## config.mk

```make
export PLATFORM = sky130hd
export DESIGN_NAME = ongoru_erisim_denetleyici_flat
export DESIGN_NICKNAME = d
export VERILOG_FILES = /design/src/rtl/ongoru_pkg.sv /design/src/rtl/ongoru_erisim_denetleyici_if.sv /design/src/rtl/ongoru_erisim_denetleyici_chk.sv /design/src/rtl/ongoru_erisim_denetleyici_guncelleme_fifo.sv /design/src/rtl/ongoru_erisim_denetleyici.sv /design/src/flat_wrapper.sv
export SDC_FILE = /design/constraint.sdc
export NUM_CORES = 1
export LEC_CHECK = 0
export ABC_AREA = 1
export CORE_AREA = 2 2 173 175
export DETAILED_ROUTE_END_ITERATION = 12
export DIE_AREA = 0 0 175 177
export DONT_BUFFER_PORTS = 1
export PLACE_DENSITY = 0.58
export SLEW_MARGIN = 20
export SYNTH_ARGS = -nofsm -noshare
export SYNTH_HDL_FRONTEND = slang
export SYNTH_SLANG_ARGS = --single-unit
```

## constraint.sdc

```tcl
create_clock -name clk_i -period 4.7 [get_ports clk_i]
set_input_delay 1.41 -clock clk_i [delete_from_list [all_inputs] [get_ports clk_i]]
set_output_delay 1.41 -clock clk_i [all_outputs]
set_load 0.02 [all_outputs]
```

## src/rtl/ongoru_pkg.sv

```systemverilog
// ---------------------------------------------------------------------------
// ongoru_pkg
// Shared types for the branch-predictor access controller, the predictor and
// the execute stage.
//   durum_e       : controller states (NORMAL / DRAIN / FLUSH)
//   guncelleme_t  : one training update {ps[31:0], atladi, yanlis} = 34 bits
//   doyumlu_artir : 16-bit saturating increment helper
// ---------------------------------------------------------------------------
package ongoru_pkg;

    typedef enum logic [1:0] {
        DURUM_NORMAL = 2'd0,
        DURUM_DRAIN  = 2'd1,
        DURUM_FLUSH  = 2'd2
    } durum_e;

    typedef struct packed {
        logic [31:0] ps;
        logic        atladi;
        logic        yanlis;
    } guncelleme_t;

    localparam int GUNCELLEME_W = 34;

    // Increment that sticks at all-ones instead of wrapping to zero.
    function automatic logic [15:0] doyumlu_artir(input logic [15:0] deger);
        logic [15:0] sonuc;
        if (deger == 16'hFFFF) begin
            sonuc = deger;
        end else begin
            sonuc = deger + 16'd1;
        end
        return sonuc;
    endfunction

endpackage

```

## src/rtl/ongoru_erisim_denetleyici_if.sv

```systemverilog
// ---------------------------------------------------------------------------
// ongoru_erisim_denetleyici_if
// Bundles the fetch request, execute update and predictor-side signals of the
// access controller. Signal suffixes are from the controller's point of view.
//   slave  : controller side (takes fetch/execute inputs, drives the rest)
//   master : environment side (fetch, execute and predictor)
// ---------------------------------------------------------------------------
interface ongoru_erisim_denetleyici_if;

    // fetch side
    logic        getir_istek_gecerli_i;
    logic [31:0] getir_ps_i;
    logic        getir_hazir_o;
    // execute side
    logic        yurut_gecerli_i;
    logic [31:0] yurut_ps_i;
    logic        yurut_atladi_i;
    logic        yanlis_tahmin_i;
    logic [31:0] yurut_hedef_ps_i;
    logic        yurut_hazir_o;
    // predictor side
    logic        tahmin_ps_gecerli_o;
    logic [31:0] tahmin_ps_o;
    logic        yurut_ps_gecerli_o;
    logic [31:0] yurut_ps_o;
    logic        yurut_atladi_o;
    logic        yanlis_tahmin_o;
    // redirect and statistics
    logic        yonlendir_gecerli_o;
    logic [31:0] yonlendir_ps_o;
    logic [15:0] yanlis_sayac_o;

    modport slave (
        input  getir_istek_gecerli_i, getir_ps_i,
        input  yurut_gecerli_i, yurut_ps_i, yurut_atladi_i, yanlis_tahmin_i, yurut_hedef_ps_i,
        output getir_hazir_o, yurut_hazir_o,
        output tahmin_ps_gecerli_o, tahmin_ps_o,
        output yurut_ps_gecerli_o, yurut_ps_o, yurut_atladi_o, yanlis_tahmin_o,
        output yonlendir_gecerli_o, yonlendir_ps_o, yanlis_sayac_o
    );

    modport master (
        output getir_istek_gecerli_i, getir_ps_i,
        output yurut_gecerli_i, yurut_ps_i, yurut_atladi_i, yanlis_tahmin_i, yurut_hedef_ps_i,
        input  getir_hazir_o, yurut_hazir_o,
        input  tahmin_ps_gecerli_o, tahmin_ps_o,
        input  yurut_ps_gecerli_o, yurut_ps_o, yurut_atladi_o, yanlis_tahmin_o,
        input  yonlendir_gecerli_o, yonlendir_ps_o, yanlis_sayac_o
    );

endinterface

```

## src/rtl/ongoru_erisim_denetleyici_chk.sv

```systemverilog
// ---------------------------------------------------------------------------
// ongoru_erisim_denetleyici_chk
// Protocol properties of the access controller.
//   tahmin_gecerli_i / yurut_gecerli_i : registered predictor ops
//   cek_i / bos_i, it_i / dolu_i        : FIFO pop/push and status
//   sayac_i                             : mispredict counter
// ---------------------------------------------------------------------------
module ongoru_erisim_denetleyici_chk (
    input logic        clk_i,
    input logic        rst_i,
    input logic        tahmin_gecerli_i,
    input logic        yurut_gecerli_i,
    input logic        cek_i,
    input logic        bos_i,
    input logic        it_i,
    input logic        dolu_i,
    input logic [15:0] sayac_i
);

    a_tek_islem: assert property (@(posedge clk_i) disable iff (rst_i)
        !(tahmin_gecerli_i && yurut_gecerli_i));

    a_bos_cekme: assert property (@(posedge clk_i) disable iff (rst_i)
        cek_i |-> !bos_i);

    a_dolu_itme: assert property (@(posedge clk_i) disable iff (rst_i)
        it_i |-> !dolu_i);

    a_sayac_doyum: assert property (@(posedge clk_i) disable iff (rst_i)
        (sayac_i == 16'hFFFF) |=> (sayac_i == 16'hFFFF));

endmodule

```

## src/rtl/ongoru_erisim_denetleyici_guncelleme_fifo.sv

```systemverilog
// ---------------------------------------------------------------------------
// guncelleme_fifo
// In-order synchronous FIFO for predictor training updates.
//   clk_i, rst_i : clock, synchronous active-high reset (empties the FIFO)
//   push_i/veri_i: write request and data (ignored when full)
//   pop_i/veri_o : read request and head data (ignored when empty)
//   full_o, empty_o, count_o : occupancy status
// DERINLIK must be a power of two so the pointers wrap naturally.
// ---------------------------------------------------------------------------
module guncelleme_fifo
    import ongoru_pkg::*;
#(
    parameter int DERINLIK = 4,
    localparam int PW = $clog2(DERINLIK),
    localparam int CW = PW + 1
) (
    input  logic          clk_i,
    input  logic          rst_i,
    input  logic          push_i,
    input  guncelleme_t   veri_i,
    input  logic          pop_i,
    output guncelleme_t   veri_o,
    output logic          full_o,
    output logic          empty_o,
    output logic [CW-1:0] count_o
);

    logic [PW-1:0] yaz_ptr_q;
    logic [PW-1:0] oku_ptr_q;
    logic [CW-1:0] sayi_q;
    guncelleme_t   mem_q [DERINLIK];
    logic          yaz;
    logic          oku;

    assign full_o  = (sayi_q == CW'(DERINLIK));
    assign empty_o = (sayi_q == {CW{1'b0}});
    assign count_o = sayi_q;
    assign yaz     = push_i && !full_o;
    assign oku     = pop_i && !empty_o;
    // Head is read straight from storage, so a same-cycle push never bypasses.
    assign veri_o  = mem_q[oku_ptr_q];

    // Pointer and occupancy registers.
    always_ff @(posedge clk_i) begin
        if (rst_i) begin
            yaz_ptr_q <= {PW{1'b0}};
            oku_ptr_q <= {PW{1'b0}};
            sayi_q    <= {CW{1'b0}};
        end else begin
            if (yaz) begin
                yaz_ptr_q <= yaz_ptr_q + PW'(1);
            end
            if (oku) begin
                oku_ptr_q <= oku_ptr_q + PW'(1);
            end
            case ({yaz, oku})
                2'b10:   sayi_q <= sayi_q + CW'(1);
                2'b01:   sayi_q <= sayi_q - CW'(1);
                default: sayi_q <= sayi_q;
            endcase
        end
    end

    // Storage array; contents need no reset because occupancy guards reads.
    always_ff @(posedge clk_i) begin
        if (!rst_i && yaz) begin
            mem_q[yaz_ptr_q] <= veri_i;
        end
    end

endmodule

```

## src/rtl/ongoru_erisim_denetleyici.sv

```systemverilog
// ---------------------------------------------------------------------------
// ongoru_erisim_denetleyici
// Arbitrates the single predictor port between fetch lookups and buffered
// execute updates, issues at most one op per cycle, and raises a one-cycle
// fetch redirect on each accepted mispredict.
//   clk_i : clock
//   rst_i : synchronous reset, active-high
//   bus   : fetch request, execute update, predictor ops, redirect, counter
// ---------------------------------------------------------------------------
module ongoru_erisim_denetleyici
    import ongoru_pkg::*;
#(
    parameter int DERINLIK       = 4,
    parameter int DRAIN_ALT_ESIK = 1,
    parameter int FLUSH_CEVRIM   = 2
) (
    input  logic                        clk_i,
    input  logic                        rst_i,
    ongoru_erisim_denetleyici_if.slave  bus
);

    localparam int          CW        = $clog2(DERINLIK) + 1;
    localparam int          FW        = (FLUSH_CEVRIM > 1) ? $clog2(FLUSH_CEVRIM) : 1;
    localparam logic [FW-1:0] FLUSH_YUK = FW'(FLUSH_CEVRIM - 1);

    durum_e        durum_q, durum_d;
    logic [FW-1:0] flush_sayac_q, flush_sayac_d;
    logic [CW-1:0] sayi_d;

    logic          fifo_dolu, fifo_bos;
    logic [CW-1:0] fifo_sayi;
    guncelleme_t   fifo_bas, fifo_giris;

    logic getir_hazir, yurut_hazir;
    logic tahmin_kabul, guncelleme_kabul, yanlis_kabul, cek;

    logic        tahmin_gecerli_q, yurut_gecerli_q, yonlendir_gecerli_q;
    logic [31:0] tahmin_ps_q, yurut_ps_q, yonlendir_ps_q;
    logic        yurut_atladi_q, yanlis_tahmin_q;
    logic [15:0] yanlis_sayac_q;

    // Ready is deliberately blind to a same-cycle pop and to execute inputs.
    assign yurut_hazir      = !fifo_dolu;
    assign getir_hazir      = (durum_q == DURUM_NORMAL) && !fifo_dolu;
    assign tahmin_kabul     = bus.getir_istek_gecerli_i && getir_hazir;
    assign guncelleme_kabul = bus.yurut_gecerli_i && yurut_hazir;
    assign yanlis_kabul     = guncelleme_kabul && bus.yanlis_tahmin_i;
    // Predict wins the port; otherwise drain one queued update.
    assign cek              = !tahmin_kabul && !fifo_bos;

    assign fifo_giris.ps     = bus.yurut_ps_i;
    assign fifo_giris.atladi = bus.yurut_atladi_i;
    assign fifo_giris.yanlis = bus.yanlis_tahmin_i;

    guncelleme_fifo #(.DERINLIK(DERINLIK)) u_fifo (
        .clk_i   (clk_i),
        .rst_i   (rst_i),
        .push_i  (guncelleme_kabul),
        .veri_i  (fifo_giris),
        .pop_i   (cek),
        .veri_o  (fifo_bas),
        .full_o  (fifo_dolu),
        .empty_o (fifo_bos),
        .count_o (fifo_sayi)
    );

    // Occupancy after this cycle's push/pop, used by the state transitions.
    always_comb begin
        sayi_d = fifo_sayi;
        case ({guncelleme_kabul, cek})
            2'b10:   sayi_d = fifo_sayi + CW'(1);
            2'b01:   sayi_d = fifo_sayi - CW'(1);
            default: sayi_d = fifo_sayi;
        endcase
    end

    // Next-state and flush-window counter logic.
    always_comb begin
        durum_d       = durum_q;
        flush_sayac_d = flush_sayac_q;
        case (durum_q)
            DURUM_NORMAL: begin
                if (yanlis_kabul) begin
                    durum_d       = DURUM_FLUSH;
                    flush_sayac_d = FLUSH_YUK;
                end else if (sayi_d == CW'(DERINLIK)) begin
                    durum_d = DURUM_DRAIN;
                end else begin
                    durum_d = DURUM_NORMAL;
                end
            end
            DURUM_DRAIN: begin
                if (yanlis_kabul) begin
                    durum_d       = DURUM_FLUSH;
                    flush_sayac_d = FLUSH_YUK;
                end else if (sayi_d <= CW'(DRAIN_ALT_ESIK)) begin
                    durum_d = DURUM_NORMAL;
                end else begin
                    durum_d = DURUM_DRAIN;
                end
            end
            DURUM_FLUSH: begin
                if (yanlis_kabul) begin
                    // A fresh mispredict restarts the whole blocking window.
                    durum_d       = DURUM_FLUSH;
                    flush_sayac_d = FLUSH_YUK;
                end else if (flush_sayac_q == {FW{1'b0}}) begin
                    durum_d = (sayi_d == CW'(DERINLIK)) ? DURUM_DRAIN : DURUM_NORMAL;
                end else begin
                    flush_sayac_d = flush_sayac_q - FW'(1);
                end
            end
            default: begin
                durum_d       = DURUM_NORMAL;
                flush_sayac_d = {FW{1'b0}};
            end
        endcase
    end

    // State and flush counter registers.
    always_ff @(posedge clk_i) begin
        if (rst_i) begin
            durum_q       <= DURUM_NORMAL;
            flush_sayac_q <= {FW{1'b0}};
        end else begin
            durum_q       <= durum_d;
            flush_sayac_q <= flush_sayac_d;
        end
    end

    // Registered predictor ops, redirect pulse and mispredict counter.
    always_ff @(posedge clk_i) begin
        if (rst_i) begin
            tahmin_gecerli_q    <= 1'b0;
            tahmin_ps_q         <= 32'd0;
            yurut_gecerli_q     <= 1'b0;
            yurut_ps_q          <= 32'd0;
            yurut_atladi_q      <= 1'b0;
            yanlis_tahmin_q     <= 1'b0;
            yonlendir_gecerli_q <= 1'b0;
            yonlendir_ps_q      <= 32'd0;
            yanlis_sayac_q      <= 16'd0;
        end else begin
            tahmin_gecerli_q    <= tahmin_kabul;
            yurut_gecerli_q     <= cek;
            yonlendir_gecerli_q <= yanlis_kabul;
            if (tahmin_kabul) begin
                tahmin_ps_q <= bus.getir_ps_i;
            end
            if (cek) begin
                yurut_ps_q      <= fifo_bas.ps;
                yurut_atladi_q  <= fifo_bas.atladi;
                yanlis_tahmin_q <= fifo_bas.yanlis;
            end
            if (yanlis_kabul) begin
                yonlendir_ps_q <= bus.yurut_hedef_ps_i;
                yanlis_sayac_q <= doyumlu_artir(yanlis_sayac_q);
            end
        end
    end

    assign bus.getir_hazir_o       = getir_hazir;
    assign bus.yurut_hazir_o       = yurut_hazir;
    assign bus.tahmin_ps_gecerli_o = tahmin_gecerli_q;
    assign bus.tahmin_ps_o         = tahmin_ps_q;
    assign bus.yurut_ps_gecerli_o  = yurut_gecerli_q;
    assign bus.yurut_ps_o          = yurut_ps_q;
    assign bus.yurut_atladi_o      = yurut_atladi_q;
    assign bus.yanlis_tahmin_o     = yanlis_tahmin_q;
    assign bus.yonlendir_gecerli_o = yonlendir_gecerli_q;
    assign bus.yonlendir_ps_o      = yonlendir_ps_q;
    assign bus.yanlis_sayac_o      = yanlis_sayac_q;

    ongoru_erisim_denetleyici_chk u_chk (
        .clk_i            (clk_i),
        .rst_i            (rst_i),
        .tahmin_gecerli_i (tahmin_gecerli_q),
        .yurut_gecerli_i  (yurut_gecerli_q),
        .cek_i            (cek),
        .bos_i            (fifo_bos),
        .it_i             (guncelleme_kabul),
        .dolu_i           (fifo_dolu),
        .sayac_i          (yanlis_sayac_q)
    );

endmodule

```

## src/flat_wrapper.sv

```systemverilog
// flat-port wrapper written by rule: the top's interface ports become plain ports
module ongoru_erisim_denetleyici_flat import ongoru_pkg::*;
#(
    parameter int DERINLIK       = 4,
    parameter int DRAIN_ALT_ESIK = 1,
    parameter int FLUSH_CEVRIM   = 2
)
  (clk_i, rst_i, bus_getir_istek_gecerli_i, bus_getir_ps_i, bus_yurut_gecerli_i, bus_yurut_ps_i, bus_yurut_atladi_i, bus_yanlis_tahmin_i, bus_yurut_hedef_ps_i, bus_getir_hazir_o, bus_yurut_hazir_o, bus_tahmin_ps_gecerli_o, bus_tahmin_ps_o, bus_yurut_ps_gecerli_o, bus_yurut_ps_o, bus_yurut_atladi_o, bus_yanlis_tahmin_o, bus_yonlendir_gecerli_o, bus_yonlendir_ps_o, bus_yanlis_sayac_o);
  ongoru_erisim_denetleyici_if bus_i ();
  input  logic clk_i;
  input  logic rst_i;
  input wire logic [$bits(bus_i.getir_istek_gecerli_i)-1:0] bus_getir_istek_gecerli_i;
  input wire logic [$bits(bus_i.getir_ps_i)-1:0] bus_getir_ps_i;
  input wire logic [$bits(bus_i.yurut_gecerli_i)-1:0] bus_yurut_gecerli_i;
  input wire logic [$bits(bus_i.yurut_ps_i)-1:0] bus_yurut_ps_i;
  input wire logic [$bits(bus_i.yurut_atladi_i)-1:0] bus_yurut_atladi_i;
  input wire logic [$bits(bus_i.yanlis_tahmin_i)-1:0] bus_yanlis_tahmin_i;
  input wire logic [$bits(bus_i.yurut_hedef_ps_i)-1:0] bus_yurut_hedef_ps_i;
  output wire logic [$bits(bus_i.getir_hazir_o)-1:0] bus_getir_hazir_o;
  output wire logic [$bits(bus_i.yurut_hazir_o)-1:0] bus_yurut_hazir_o;
  output wire logic [$bits(bus_i.tahmin_ps_gecerli_o)-1:0] bus_tahmin_ps_gecerli_o;
  output wire logic [$bits(bus_i.tahmin_ps_o)-1:0] bus_tahmin_ps_o;
  output wire logic [$bits(bus_i.yurut_ps_gecerli_o)-1:0] bus_yurut_ps_gecerli_o;
  output wire logic [$bits(bus_i.yurut_ps_o)-1:0] bus_yurut_ps_o;
  output wire logic [$bits(bus_i.yurut_atladi_o)-1:0] bus_yurut_atladi_o;
  output wire logic [$bits(bus_i.yanlis_tahmin_o)-1:0] bus_yanlis_tahmin_o;
  output wire logic [$bits(bus_i.yonlendir_gecerli_o)-1:0] bus_yonlendir_gecerli_o;
  output wire logic [$bits(bus_i.yonlendir_ps_o)-1:0] bus_yonlendir_ps_o;
  output wire logic [$bits(bus_i.yanlis_sayac_o)-1:0] bus_yanlis_sayac_o;
  assign bus_i.getir_istek_gecerli_i = bus_getir_istek_gecerli_i;
  assign bus_i.getir_ps_i = bus_getir_ps_i;
  assign bus_i.yurut_gecerli_i = bus_yurut_gecerli_i;
  assign bus_i.yurut_ps_i = bus_yurut_ps_i;
  assign bus_i.yurut_atladi_i = bus_yurut_atladi_i;
  assign bus_i.yanlis_tahmin_i = bus_yanlis_tahmin_i;
  assign bus_i.yurut_hedef_ps_i = bus_yurut_hedef_ps_i;
  assign bus_getir_hazir_o = bus_i.getir_hazir_o;
  assign bus_yurut_hazir_o = bus_i.yurut_hazir_o;
  assign bus_tahmin_ps_gecerli_o = bus_i.tahmin_ps_gecerli_o;
  assign bus_tahmin_ps_o = bus_i.tahmin_ps_o;
  assign bus_yurut_ps_gecerli_o = bus_i.yurut_ps_gecerli_o;
  assign bus_yurut_ps_o = bus_i.yurut_ps_o;
  assign bus_yurut_atladi_o = bus_i.yurut_atladi_o;
  assign bus_yanlis_tahmin_o = bus_i.yanlis_tahmin_o;
  assign bus_yonlendir_gecerli_o = bus_i.yonlendir_gecerli_o;
  assign bus_yonlendir_ps_o = bus_i.yonlendir_ps_o;
  assign bus_yanlis_sayac_o = bus_i.yanlis_sayac_o;
  ongoru_erisim_denetleyici #(.DERINLIK(DERINLIK), .DRAIN_ALT_ESIK(DRAIN_ALT_ESIK), .FLUSH_CEVRIM(FLUSH_CEVRIM)) u_core (.clk_i(clk_i), .rst_i(rst_i), .bus(bus_i));
endmodule
```

Word level (Yosys, flattened, before mapping)
Memory sizes are Yosys's and may differ from the RTL's. A register that Yosys moved wholly into a read port is not among the register bits.
Cells that the tools add are included.
W data, S select, Z words.
- input port bits: 102
- bits in writable memories: 136
- register bits after elaboration: 93
- memories: 1
- logic and storage cells: 63
- memories (name ; words ; width ; read ports ; clocked after Yosys merged registers in ; wr ports ; line ; RTL):
    u_core.u_fifo.mem_q ; 4 ; 34 ; 1 ; 1 ; 1 ; ongoru_erisim_denetleyici_guncelleme_fifo.sv:31 ; guncelleme_t mem_q [DERINLIK];
- add/subtract/negate cells: 6
- muxes and demuxes: 15
- bitwise logic cells: 1
- reductions and logical operators: 17
- eq/ne operators: 11
- magnitude comparators: 1
- operators with widths (kind ; number):
    $add A16 B1 Y16 const B ; 1
    $eq A16 B16 Y1 const B ; 1
    $pmux W3 S2 ; 2
    $logic_and A1 B1 Y1 ; 8
    $mux W2 ; 4
    $mux W1 ; 7
    $eq A2 B1 Y1 const B ; 3
    $eq A2 B2 Y1 const B ; 3
    $eq A3 B3 Y1 const B ; 2
    $pmux W2 S3 ; 1
    $add A2 B1 Y2 const B ; 2
    $logic_not A1 Y1 ; 4
    $add A3 B1 Y3 const B ; 1
    $le A3 B1 Y1 const B ; 1
    $logic_not A3 Y1 ; 1
    $ne A3 B3 Y1 const B ; 1
    $sub A3 B1 Y3 const B ; 1
    $logic_not A2 Y1 ; 1
    $ne A2 B1 Y1 const B ; 1
    $pmux W1 S2 ; 1
    $reduce_and A2 Y1 ; 1
    $reduce_bool A2 Y1 ; 1
    $reduce_or A2 Y1 ; 1
    $not A1 Y1 ; 1
    $sub A1 B1 Y1 const B ; 1

Depth between registers and ports, before layout
- word-level depth: 13
- depth in mapped cells: 14
- mapped depth without buffers: 13

By module
Synthesis repeated with hierarchy kept, for this count alone.
- cell total of the unflattened synthesis: 964
- area total of the unflattened synthesis: 10373.7 um^2
- modules (own cells, without submodules) (module ; instances ; area each (um^2) ; cells each):
    guncelleme_fifo ; 1 ; 5755.5 ; 404
    ongoru_erisim_denetleyici ; 1 ; 4618.2 ; 560

Worst setup path before layout
OpenSTA, ideal clock, no wires.
- path kind: in2reg
- start point: in rst_i
- end point: mem u_core.u_fifo.mem_q[0][0] (netlist bit), enable pin
- path slack: 0.895 ns
- path buffers: 2
- data arrival time: 3.380 ns
- setup time: 0.425 ns
- required time: 4.275 ns
- stages on the path: 5
- cells stage by stage: clkbuf_1 inv_1 buf_2 nand2_1 nor2_1
- cells in the longest elaborated chain, start to end: 4
- RTL lines (element ; line ; RTL):
    start: declaration ; flat_wrapper.sv:11 ; input logic rst_i;
    $logic_not A1 Y1 ; ongoru_erisim_denetleyici_guncelleme_fifo.sv:66 ; if (!rst_i && yaz) begin
    $logic_and A1 B1 Y1 ; ongoru_erisim_denetleyici_guncelleme_fifo.sv:66 ;
    $mux W1 ; ongoru_erisim_denetleyici_guncelleme_fifo.sv:66 ;
    $mux W1 (not written as such) ; ongoru_erisim_denetleyici_guncelleme_fifo.sv:67 ; mem_q[yaz_ptr_q] <= veri_i;
    end: declaration ; ongoru_erisim_denetleyici_guncelleme_fifo.sv:31 ;
Every way passes these cells.

Worst setup path after layout
- start point: reg u_core.u_fifo.sayi_q[0] (netlist: u_core.u_fifo.count_o[0])
- end point: out bus_getir_hazir_o
- cells in the longest elaborated chain, start to end: 3
- RTL lines (element ; line ; RTL):
    start: declaration ; ongoru_erisim_denetleyici_guncelleme_fifo.sv:30 ; logic [CW-1:0] sayi_q;
    start signal: assignment ; ongoru_erisim_denetleyici_guncelleme_fifo.sv:48 ; sayi_q <= {CW{1'b0}};
    start signal: assignment ; ongoru_erisim_denetleyici_guncelleme_fifo.sv:57 ; 2'b10: sayi_q <= sayi_q + CW'(1);
    start signal: assignment ; ongoru_erisim_denetleyici_guncelleme_fifo.sv:58 ; 2'b01: sayi_q <= sayi_q - CW'(1);
    $eq A3 B3 Y1 ; ongoru_erisim_denetleyici_guncelleme_fifo.sv:35 ; assign full_o = (sayi_q == CW'(DERINLIK));
    $logic_not A1 Y1 ; - ;
    via bus_yurut_hazir_o ; flat_wrapper.sv:20 ; output wire logic [$bits(bus_i.yurut_hazir_o)-1:0] bus_yurut_hazir_o;
    $logic_and A1 B1 Y1 ; ongoru_erisim_denetleyici.sv:44 ; assign getir_hazir = (durum_q == DURUM_NORMAL) && !fifo_dolu;
    end: declaration ; flat_wrapper.sv:19 ; output wire logic [$bits(bus_i.getir_hazir_o)-1:0] bus_getir_hazir_o;
The timed path passes the listed nets, and every way through them passes these cells.

==> impl_metrics.py <==
metrics = {
    "power": {
        "power_leakage_nw": 4.10,
        "ir_drop_mv": 0.365,
        "power_density_nw_per_um2": 613,
    },
    "critical_path": {
        "timing.critical_path.from": "u_core.u_fifo.count_o[0]",
        "rr_startpoint": "u_core.u_fifo.count_o[0]",
        "cp.arrival_ps": 1920,
        "critPathKind": "flip-flop to output port",
        "path_depth": 6,
        "rrSetupSlack_ps": 2200,
        "cp_max_fo": 33,
        "required_ps": 3290,
        "rr_worst_depth": 10,
        "crit_path_frequent_cell": "inv_1",
        "crit_slowest_cell": "dfxtp_1",
        "critPathBufInv": 3,
        "path_cells": "inv_1, ha_1, nand2_4, nand2_1, inv_1, buf_4",
        "worstSetupEndpoint": "bus_getir_hazir_o",
        "crit_path_start_kind": "flip-flop",
        "reg2reg_to": "u_core.bus.yanlis_sayac_o[15]",
        "end_kind": "output port",
        "cp_top_family": "buffers and inverters",
        "cpPeakStageDelay_ps": 360,
    },
    "timing": {
        "tightest_slew_ps": 788,
        "final_max_slew_viol_count": 0,
        "fin_crit_ps": 3330,
        "finClkSkew_ps": 9.08,
        "relSlewSlack": 0.475,
        "rsz0062_at_grt": "false",
        "finalSetupTns_ps": 0,
        "fmax_mhz": 301,
        "fin_crit_sh": 0.708,
        "setup_viol": 0,
        "finalHoldViolations": 0,
    },
    "clocking": {
        "cts_tree": "built",
        "post-cts-setup-buffers": 0,
        "cts-resized-gates": 0,
        "cts_root_buf": "clkbuf_16",
        "cts_hold_buf": 0,
        "htreeDepth": 1,
        "clock-sinks": 263,
        "cts_buffer_depth": 3,
        "clock_latency_ps": 550,
        "cts_made_buffers": 29,
        "clk_pin_slew_ps": 60,
    },
    "finish": {
        "synthToLayoutAreaGrowth_pct": 13.4,
        "nFillCells": 2889,
        "multiInputGateArea_sq_um": 3060,
        "layout-drive-gt1-share": 0.0733,
        "antenna_cells": 0,
        "seqCellArea_sq_um": 6630,
        "fin_cells": 1399,
        "finalNetCount": 1100,
    },
    "route": {
        "vias_per_cell": 4.91,
        "totalWireLength_microns": 24500,
        "drc": 0,
        "first_pass_iters": 4,
        "wl_per_cell_microns": 17.5,
        "vias": 6872,
        "drtIter0Drc": 310,
        "ant_nets": 0,
    },
    "synth": {
        "synth_mux_area_frac": 0,
        "synth_cell_type_count": 28,
        "synthSimpleGateAreaFrac": 0.156,
        "synthXorXnorAreaFrac": 0.00785,
        "yosys.area_share.adder": 0.0137,
        "seq_area_frac_synth": 0.660,
        "synthCells": 1003,
        "synth_top_family_by_area": "simple AND/OR/NAND/NOR gates",
        "ys_ff_latch": 263,
        "synth_warnings": 0,
        "synth_compound_area_frac": 0.124,
        "avgSynthCellArea_sq_um": 10.0,
        "syn-num-nets": 1116,
        "netlist_area_sq_um": 10000,
    },
    "placed_design": {
        "place_congestion": 0.751,
        "io_buffers": 0,
        "dpl.cell_count": 1346,
        "dp.final_hpwl_microns": 14600,
    },
    "die": {
        "std_cell_rows": 63,
        "coreArea_sq_um": 29200,
        "io-pin-count": 221,
        "fp.dieArea_sq_um": 31000,
        "initial_core_util": 0.343,
        "die_x_microns": 175,
        "die_h_microns": 177,
    },
    "global_route": {
        "grt_pass1_vias": 6519,
        "grt_overflow": 0,
        "antenna_found_initial": 0,
        "grt_max_degree": 77,
        "grt_use_total": 0.153,
        "grt_pass1_wl_microns": 37500,
    },
    "min_path": {
        "hp-class": "flip-flop to flip-flop",
    },
    "run": {
        "max_cap_viol_count": 0,
    },
    "status": {
        "status": "completed",
    },
}
## flip-flops by register name (all words and copies together) (netlist names)
| name | flops |
|---|---|
| u_core.bus.yanlis_tahmin_o | 1 |
| u_core.durum_q | 2 |
| u_core.u_fifo.mem_q | 136 |
| u_core.bus.yurut_ps_gecerli_o | 1 |
| u_core.u_fifo.yaz_ptr_q | 2 |
| u_core.bus.yonlendir_gecerli_o | 1 |
| u_core.bus.tahmin_ps_o | 32 |
| u_core.flush_sayac_q | 1 |
| u_core.bus.yurut_ps_o | 32 |
| u_core.bus.yurut_atladi_o | 1 |
| u_core.u_fifo.oku_ptr_q | 2 |
| u_core.bus.yanlis_sayac_o | 16 |
| u_core.bus.yonlendir_ps_o | 32 |
| u_core.u_fifo.count_o | 3 |
| u_core.bus.tahmin_ps_gecerli_o | 1 |
## kinds of logic after synthesis
family                   after synthesis
AND/OR/NAND/NOR                      385
buffers and inverters                 96
flip-flops                           263
adder cells (fa/ha/maj)               11
XOR/XNOR                               9
AO/OA/AOI/OAI                        239
## synth_stat cells
library cell	instances	share of area
inv_2	1	0.00037
clkbuf_1	39	0.015
nor2_1	233	0.087
nand2_4	2	0.0022
buf_6	1	0.0011
a21oi_1	57	0.028
ha_1	11	0.014
dfxtp_1	127	0.25
o22ai_1	34	0.021
inv_1	33	0.012
clkinv_1	1	0.00037
xor2_1	6	0.0052
nor2_4	1	0.0011
xnor2_1	3	0.0026
nand2_1	96	0.036
nand4_1	5	0.0031
edfxtp_1	136	0.41
inv_4	1	0.00062
buf_4	3	0.0022
o21ai_1	6	0.0030
nand3_1	45	0.022
nand3b_1	1	0.00075
buf_1	5	0.0019
nand3_2	1	0.0010
nor2_8	1	0.0020
o21ai_0	141	0.070
o21ai_2	1	0.00087
buf_2	12	0.0060
## cells in the final DEF, fill, tap and decap left out, types with 3 or more instances in the layout
cell,instances
dfxtp_1,126
nand3_1,45
buf_4,13
o22ai_1,34
inv_1,32
bufinv_16,3
o21ai_1,6
nand4_1,5
nand2_1,96
a21oi_1,57
o21ai_0,141
clkbuf_1,7
edfxtp_1,136
nor2_4,5
clkinv_2,6
nor2_1,229
xor2_1,6
clkbuf_16,30
clkbuf_8,3
xnor2_1,3
ha_1,11
inv_2,3
## cell type report
class,instances,share of cell area
Clock buffer,40,0.0718
Clock inverter,13,0.0144
Inverter,36,0.0121
Multi-Input combinational cell,644,0.269
Sequential cell,263,0.582
Tap cell,390,0.0428
Timing Repair Buffer,13,0.00857
## worst register-to-register path, stage by stage (launching register included)
cell,delay [ps]
dfxtp_1,360
inv_1,120
ha_1,260
nand2_4,160
nand2_4,120
nor2_8,430
inv_4,280
nor2_4,410
nand3_1,120
nand2_1,80
nor2_1,50
## power breakdown
group          switching (mW)  total [mW]  internal, mW
sequential              0.510        3.26          2.75
clock                   0.905        2.29          1.39
combinational            1.01        1.43         0.420
## worst min-delay path by stage
stage / start / to / slack (ps) / cells after the start
after global routing: u_core.flush_sayac_q / u_core.flush_sayac_q / 480 / 2
after global placement: u_core.flush_sayac_q / u_core.flush_sayac_q / 450 / 2
after detailed placement: u_core.flush_sayac_q / u_core.flush_sayac_q / 450 / 2
final: u_core.flush_sayac_q / u_core.flush_sayac_q / 460 / 2
after CTS: u_core.flush_sayac_q / u_core.flush_sayac_q / 460 / 2
after floorplan: u_core.flush_sayac_q / u_core.flush_sayac_q / 440 / 2
## per-stage QoR
step                 util  hold slack [ps]  setup WS [ps]  cell area (sq um)  power [mW]
CTS                 0.390              461           1360              11400        7.07
finish              0.390              458           1370              11400        6.98
floorplan               -              444            895              10000        4.33
global route        0.390              481           1250              11400        7.40
global placement    0.356              447           1630              10400        4.74
detailed placement  0.356              451           1640              10400        4.75
## metal layers
layer,part of all wire,GRT usage,up-vias
li1,-,-,3402
met1,0.42,0.184,3208
met2,0.46,0.260,231
met3,0.092,0.0548,31
met4,0.023,0.0385,0
met5,0,0,-
No activity file was read; power rests on OpenSTA's default activity.
